`src/rtl/mem_arb_pkg.sv`:
```
// Shared types and limits for the instruction/data memory port arbiter.
// Latency: n/a (types and constants only).
// Backpressure: n/a.
package mem_arb_pkg;

    typedef enum logic {
        ST_IDLE,
        ST_RD_WAIT
    } arb_state_t;

    typedef enum logic {
        PORT_IF,
        PORT_D
    } arb_port_t;

    // Deepest memory read pipeline the latency counter is sized for.
    localparam int MAX_RD_LAT = 4;

endpackage

```
`src/rtl/mem_port_arbiter.sv`:
```
// Round-robin arbiter sharing one single-port memory between fetch (IF) and load/store (D).
// Latency: grant is combinational with the request; read data returns RD_LAT cycles after grant.
// Backpressure: requests must be held until GNT; no grant while a read is outstanding except in its final cycle.
module mem_port_arbiter
    import mem_arb_pkg::*;
#(
    parameter int ADDR_W = 14,
    parameter int DATA_W = 32,
    parameter int RD_LAT = 1
) (
    input  logic                  CLK,
    input  logic                  RST,
    input  logic                  IF_REQ,
    input  logic [ADDR_W-1:0]     IF_ADDR,
    output logic                  IF_GNT,
    output logic                  IF_RVALID,
    output logic [DATA_W-1:0]     IF_RDATA,
    input  logic                  D_REQ,
    input  logic                  D_WE,
    input  logic [ADDR_W-1:0]     D_ADDR,
    input  logic [DATA_W-1:0]     D_WDATA,
    input  logic [DATA_W/8-1:0]   D_BE,
    output logic                  D_GNT,
    output logic                  D_RVALID,
    output logic [DATA_W-1:0]     D_RDATA,
    output logic                  M_EN,
    output logic                  M_WE,
    output logic [ADDR_W-1:0]     M_ADDR,
    output logic [DATA_W-1:0]     M_WDATA,
    output logic [DATA_W/8-1:0]   M_BE,
    input  logic [DATA_W-1:0]     M_RDATA,
    output logic                  BUSY
);

    localparam int                CNT_W    = $clog2(MAX_RD_LAT + 1);
    localparam logic [CNT_W-1:0]  LAT_LOAD = CNT_W'(RD_LAT);
    localparam logic [CNT_W-1:0]  CNT_ONE  = CNT_W'(1);

    if (RD_LAT < 1 || RD_LAT > MAX_RD_LAT) begin : g_bad_rd_lat
        $error("mem_port_arbiter: RD_LAT must be in 1..%0d", MAX_RD_LAT);
    end

    arb_state_t        state, state_nxt;
    logic [CNT_W-1:0]  cnt, cnt_nxt;
    arb_port_t         owner, owner_nxt;
    arb_port_t         last_winner, last_winner_nxt;
    arb_port_t         win;
    logic              grant_ok;
    logic              rd_done;

    // Round-robin chooser: on a conflict the port that did not win last time
    // goes first; otherwise whichever port is requesting.
    function automatic arb_port_t rr_pick(input logic       if_req,
                                          input logic       d_req,
                                          input arb_port_t  last);
        if (if_req && d_req) begin
            return (last == PORT_IF) ? PORT_D : PORT_IF;
        end else if (d_req) begin
            return PORT_D;
        end else begin
            return PORT_IF;
        end
    endfunction

    // State register: reset drops any in-flight read and biases the first conflict to IF.
    always_ff @(posedge CLK) begin
        if (RST) begin
            state       <= ST_IDLE;
            cnt         <= '0;
            owner       <= PORT_IF;
            last_winner <= PORT_D;
        end else begin
            state       <= state_nxt;
            cnt         <= cnt_nxt;
            owner       <= owner_nxt;
            last_winner <= last_winner_nxt;
        end
    end

    // Grant decision, memory drive, read return and next-state; everything is
    // held at zero while reset is asserted so nothing leaks from a dropped read.
    always_comb begin
        state_nxt       = state;
        cnt_nxt         = cnt;
        owner_nxt       = owner;
        last_winner_nxt = last_winner;
        win             = PORT_IF;
        IF_GNT          = 1'b0;
        D_GNT           = 1'b0;
        IF_RVALID       = 1'b0;
        D_RVALID        = 1'b0;
        IF_RDATA        = '0;
        D_RDATA         = '0;
        M_EN            = 1'b0;
        M_WE            = 1'b0;
        M_ADDR          = '0;
        M_WDATA         = '0;
        M_BE            = '0;

        rd_done  = !RST && (state == ST_RD_WAIT) && (cnt == CNT_ONE);
        grant_ok = !RST && ((state == ST_IDLE) || rd_done);
        BUSY     = !RST && (state == ST_RD_WAIT);

        if (rd_done) begin
            if (owner == PORT_IF) begin
                IF_RVALID = 1'b1;
                IF_RDATA  = M_RDATA;
            end else begin
                D_RVALID  = 1'b1;
                D_RDATA   = M_RDATA;
            end
        end

        // Count down the outstanding read; a grant below may override this
        // with a back-to-back reload.
        if (state == ST_RD_WAIT) begin
            if (cnt == CNT_ONE) begin
                state_nxt = ST_IDLE;
                cnt_nxt   = '0;
            end else begin
                cnt_nxt   = cnt - CNT_ONE;
            end
        end

        if (grant_ok && (IF_REQ || D_REQ)) begin
            win             = rr_pick(IF_REQ, D_REQ, last_winner);
            last_winner_nxt = win;
            M_EN            = 1'b1;
            if (win == PORT_IF) begin
                IF_GNT = 1'b1;
                M_ADDR = IF_ADDR;
            end else begin
                D_GNT   = 1'b1;
                M_ADDR  = D_ADDR;
                M_WE    = D_WE;
                M_WDATA = D_WDATA;
                M_BE    = D_BE;
            end
            // Writes finish in the grant cycle; only reads occupy the port.
            if ((win == PORT_IF) || !D_WE) begin
                owner_nxt = win;
                cnt_nxt   = LAT_LOAD;
                state_nxt = ST_RD_WAIT;
            end
        end
    end

endmodule

```
`config.mk`:
```
export PLATFORM = sky130hd
export DESIGN_NAME = mem_port_arbiter
export DESIGN_NICKNAME = d
export VERILOG_FILES = /design/src/rtl/mem_arb_pkg.sv /design/src/rtl/mem_port_arbiter.sv
export SDC_FILE = /design/constraint.sdc
export NUM_CORES = 1
export LEC_CHECK = 0
export ABC_AREA = 1
export CAP_MARGIN = 20
export CORE_AREA = 2 2 87 89
export DETAILED_ROUTE_END_ITERATION = 10
export DIE_AREA = 0 0 89 91
export GPL_ROUTABILITY_DRIVEN = 0
export PLACE_DENSITY = 0.73
export SKIP_CTS_REPAIR_TIMING = 1
export SLEW_MARGIN = 20
export SYNTH_ARGS = -nofsm -noshare
export SYNTH_HDL_FRONTEND = slang
export SYNTH_SLANG_ARGS = --single-unit
```
`constraint.sdc`:
```
create_clock -name CLK -period 1.3 [get_ports CLK]
set_input_delay 0.13 -clock CLK [delete_from_list [all_inputs] [get_ports CLK]]
set_output_delay 0.13 -clock CLK [all_outputs]
set_load 0.1 [all_outputs]
```
==> flow_summary.toml, run 1 <==
[run_status]
status = "complete, but fails checks"
violations = "negative setup slack"

[global_routing]
grt_use_met2_pct = 48.88
top_usage_layer = "met2"
grtUsageMet3_pct = 6.545
grt_max_degree = 37
grt_pass1_vias = 2943
gr-total-overflow = 0
grt_pass1_wl_um = 15180
gr-usage-met1_pct = 21.96
grt_util_all_layers_pct = 24.12
antenna_found_initial = 0

[route]
drc = 0
ant_nets = 0
drtPass1Iterations = 4
wl_per_cell_um = 18.78
vias = 2781
drt_iter0_drc = 70
wirelength_um = 11650
vias_per_cell = 4.485

[worst_setup_path]
cp_cell_sequence = "inv_2, ha_4, nand2_4, nand2_8, nand2_8, nor2_4, buf_12, nand2_8, nand2_8, buf_12"
crit_path_max_fanout = 8
cp_top_family = "simple AND/OR/NAND/NOR gates"
cp-end-kind = "primary output"
critical_path_required_ps = 1170
crit_path_top_delay_cell = "dfxtp_2"
slowest_delay_ps = 310
crit_path_frequent_cell = "nand2_8"
crit_buf_inv = 3
startpoint_type = "flip-flop"
crit_type = "reg2out"
arrival_ps = 1720

[placement]
pre_cts_ws_ps = -603.4
post_dp_cell_area_um2 = 6232
dp.cells = 613
numPortBuffers = 221
hpwl_um = 9106

[floorplan]
rows = 31
core_um2 = 7137
dieArea_um2 = 8099
dieHeight_um = 91
fp.dieW_um = 89
start_util_pct = 17.55
ios = 222

[logic_synthesis]
avgSynthCellArea_um2 = 4.441
synth_top_area_cell = "nor2_1"
synthDistinctLibCells = 16
synth-edff-count = 0
synth_common_cells = "nor2_1, nand2_1, inv_1"
synth_flop_cell = "dfxtp_1"
synth.net_count = 385
synth_seq_cells = 6
synthArstFlopShare_pct = 0
yosys-top-cells-area = "nor2_1, nand2_1, inv_1, dfxtp_1, buf_2"
yosysSeqAreaShare_pct = 9.590
synth_top_area_share_pct = 31.77
yosysWarningCount = 0
synth.most_common_cell = "nor2_1"
synth_cells = 282
synth_area_um2 = 1252

[sta]
slew_headroom_pct = 79.43
setup_viol = 121
worst_slew_pin_slew_ps = 308.0
setup_ws_ps = -546.2
max_freq_mhz = 541.7
maxSlewViolCount = 0
period_minus_slack_ps = 1846
finalClockSkew_ps = 0.5969
min_period_over_period_pct = 142.0
grt_setup_unrepaired = "true"
finalHoldViolations = 0

[cts]
clk_pin_slew_ps = 40
cts_tree = "done"
root_buffer = "clkbuf_8"
cts-root-to-sink-buffers = 2
cts_buffers = 3
htree_levels = 1
insertion_delay_ps = 220
cts_sinks = 6

[power_and_ir_drop]
p_leak_nw = 2.463
max-vdd-ir-drop_v = 0.0005945
power.density_nw_per_um2 = 455.2

[run]
drv_cap = 0

[final_layout]
final_nets = 626
layout.cells.non_filler = 620
area_growth_pct = 419.6
finalCoreUtilization_pct = 91.18
fin_area_um2 = 6507
diodes = 0
drive_gt1_share_pct = 60.08

[min_path]
hold_class = "in2reg"
==> layout make-up <==
class	instances	area, um2
Sequential cell	6	122.6
Timing Repair Buffer	250	3827
Tap cell	99	123.9
Inverter	46	191.4
Clock buffer	3	41.29
Multi-Input combinational cell	215	2196
Fill cell	269	629.4
Timing Repair inverter	1	5.005
==> cell families after synthesis <==
family,synth area share (%)
AOI/OAI and AO/OA,1.998
DFF,9.591
buffers and inverters,20.58
adders and majority gates,1.998
and+or+nand+nor,65.83
==> report_power, final <==
group / internal, mW / switching [mW] / leakage [nW] / total (mW)
clock: 0.199 / 0.0775 / 0.0216 / 0.276
sequential: 0.204 / 0.0153 / 0.0501 / 0.219
combinational: 0.977 / 1.49 / 2.39 / 2.47
total: 1.38 / 1.58 / 2.46 / 2.96
==> flip-flops by register name, indices dropped and copies added (netlist names) <==
register	count
cnt	3
last_winner	1
state	1
owner	1
==> layer usage <==
metal  vias to the layer above  share of wire [%]
met3                        42                8.5
met5                         -                  0
met2                       168                 58
met4                         0                5.2
met1                      1285                 29
li1                       1286                  -
==> placed cells by master (no fill, tap or decap), types with 3 or more instances in the layout <==
cell type,count
buf_12,133
nor2_4,103
clkdlybuf4s50_1,97
nand2_1,52
inv_1,38
nand2_8,30
buf_4,14
nand2_2,7
nand2_4,5
a21oi_1,4
dfxtp_1,4
clkinvlp_4,3
nand3_1,3
nor2_1,3
clkbuf_8,3
dlymetal6s2s_1,3
==> final timing paths <==
path	start	end	slack, ps	cells after the start
worst max register to register	cnt[1]	last_winner	-20	9
worst min-delay path	RST	cnt[0]	460	3
worst max-delay path	cnt[1]	M_ADDR[3]	-550	10
worst min register to register	last_winner	last_winner	520	2
==> worst register-to-register path, delay by kind of cell (launching register included) <==
kind / cells / cell delay (ps)
fa+ha+maj: 1 / 140
buf+inv: 3 / 340
flops: 1 / 310
simple gates: 5 / 470
==> stage by stage <==
stage                     power (mW)  setup TNS (ps)  hold WS [ps]
final                          2.962          -58250         456.7
after global routing           3.052          -64380         469.8
after CTS                      2.826          -59510         485.9
after detailed placement       2.540          -56880         478.7
after global placement         2.489          -52550         453.2
after floorplan                1.623          -40820         191.7
Note: power is estimated with default switching activity, not from simulation.
==> run 2, diff against run 1 <==
Settings changed: PLACE_DENSITY 0.73 to 0.74.
==> flow_summary.toml, run 2 (synthesis gave the netlist of run 1 again) <==
[min_path]
hold_end = "state"
hold_class = "in2reg"
hold_depth = 3
hp-start = "RST"

[route]
wirelength_um = 10590
wl_per_cell_um = 16.94
drc = 0
ant_nets = 0
vias = 2705
drtPass1Iterations = 5
vias_per_cell = 4.328
drt_iter0_drc = 66

[cts]
htree_levels = 1
insertion_delay_ps = 220
cts_buffers = 3
cts_sinks = 6
cts-root-to-sink-buffers = 2
cts_tree = "done"
root_buffer = "clkbuf_8"
clk_pin_slew_ps = 40

[global_routing]
grt_pass1_wl_um = 14750
grt_max_degree = 37
antenna_found_initial = 0
gr-total-overflow = 0
grt_pass1_vias = 2913
grt_util_all_layers_pct = 23.46

[power_and_ir_drop]
power.density_nw_per_um2 = 450.9
total_power_mw = 2.899
p_leak_nw = 2.460
max-vdd-ir-drop_v = 0.0003809

[worst_setup_path]
crit_type = "reg2out"
startpoint_type = "flip-flop"
cp-end-kind = "primary output"
r2r_end = "last_winner"
crit_path_top_delay_cell = "dfxtp_2"
reg2reg_from = "cnt[1]"
reg2regPathDepth = 10
cp_cell_sequence = "inv_2, ha_4, nand2_4, nand2_4, nand3_2, inv_2, buf_12, buf_4, nand2_8, nand2_8, buf_12"
critical_path_required_ps = 1170
ff2ff_setup_slack_ps = -130
arrival_ps = 1790
slowest_delay_ps = 310
crit_path_max_fanout = 15

[sta]
slew_headroom_pct = 80.50
finalClockSkew_ps = 2.085
worst_slew_pin_slew_ps = 291.6
min_period_over_period_pct = 147.9
maxSlewViolCount = 0
holdWs_ps = 438.1
finalSetupTns_ps = -59010
period_minus_slack_ps = 1923
setup_viol = 121
finalHoldViolations = 0
max_freq_mhz = 520.1
grt_setup_unrepaired = "true"
setup_ws_ps = -622.7

[final_layout]
regMostFlops = "cnt"
drive_gt1_share_pct = 60.46
area_growth_pct = 413.3
mostFrequentLayoutCells = "buf_12, nor2_4, clkdlybuf4s50_1"
layout.cells.non_filler = 625
final_nets = 631
fin_area_um2 = 6429
largest_reg_flops = 3
diodes = 0
final_common_cell = "buf_12"

[run_status]
violations = "negative setup slack"
status = "complete, but fails checks"

[placement]
post_dp_cell_area_um2 = 6295
dp.cells = 618
hpwl_um = 8724
numPortBuffers = 221

[floorplan]
rows = 31
ios = 222
dieHeight_um = 91
core_um2 = 7137
start_util_pct = 17.55
dieArea_um2 = 8099
fp.dieW_um = 89

[run]
drv_cap = 0
## run 2: cell count changes in the layout (fill, tap and decap cells not counted), sizes merged
| cell | previous run | this run |
|---|---|---|
| clkinv | 3 | 0 |
| clkdlybuf4s50 | 97 | 99 |
| dlymetal6s2s | 3 | 1 |
| inv | 41 | 43 |
| buf | 149 | 155 |
## run 2: area by class of cell
| type | instances | area [um2] |
|---|---|---|
| inverter | 46 | 188.9 |
| fill | 286 | 708.2 |
| tap | 99 | 123.9 |
| multi-input combinational | 215 | 2088 |
| sequential | 6 | 122.6 |
| timing repair buffer | 256 | 3864 |
| clock buffer | 3 | 41.29 |
## run 2: routing by layer
metal  part of all wire, %  global-route usage (%)
met5                     0                       0
met1                    30                   20.70
met3                   7.5                   5.455
met4                   3.1                   8.333
met2                    59                   48.57
## run 2: report_power, final
part | leakage (nW) | internal (mW) | switching, mW
registers | 0.0501 | 0.204 | 0.0143
logic | 2.39 | 0.970 | 1.44
clock network | 0.0216 | 0.198 | 0.0742
## run 2: worst max path at each step
stage,endpoint,start,slack (ps),cells after the start
after CTS,IF_RDATA[12],cnt[1],-580,8
final,M_ADDR[4],cnt[1],-620,11
after detailed placement,M_ADDR[4],RST,-560,9
after floorplan,D_RDATA[10],state,-440,5
after global routing,M_ADDR[4],cnt[1],-700,11
after global placement,M_ADDR[8],RST,-480,8
## run 2: worst max-delay path, delay by kind of cell, from the launching register on
family        cells  cell delay, ps
simple gates      5             460
flops             1             310
buf+inv           5             640
fa+ha+maj         1             140
## run 2: metrics by stage
stage               utilization [%]  setup WS [ps]
detailed placement            88.20         -563.0
finish                        90.08         -622.7
floorplan                         -         -441.6
global placement              88.20         -484.2
CTS                           88.78         -584.9
global route                  90.08         -698.8
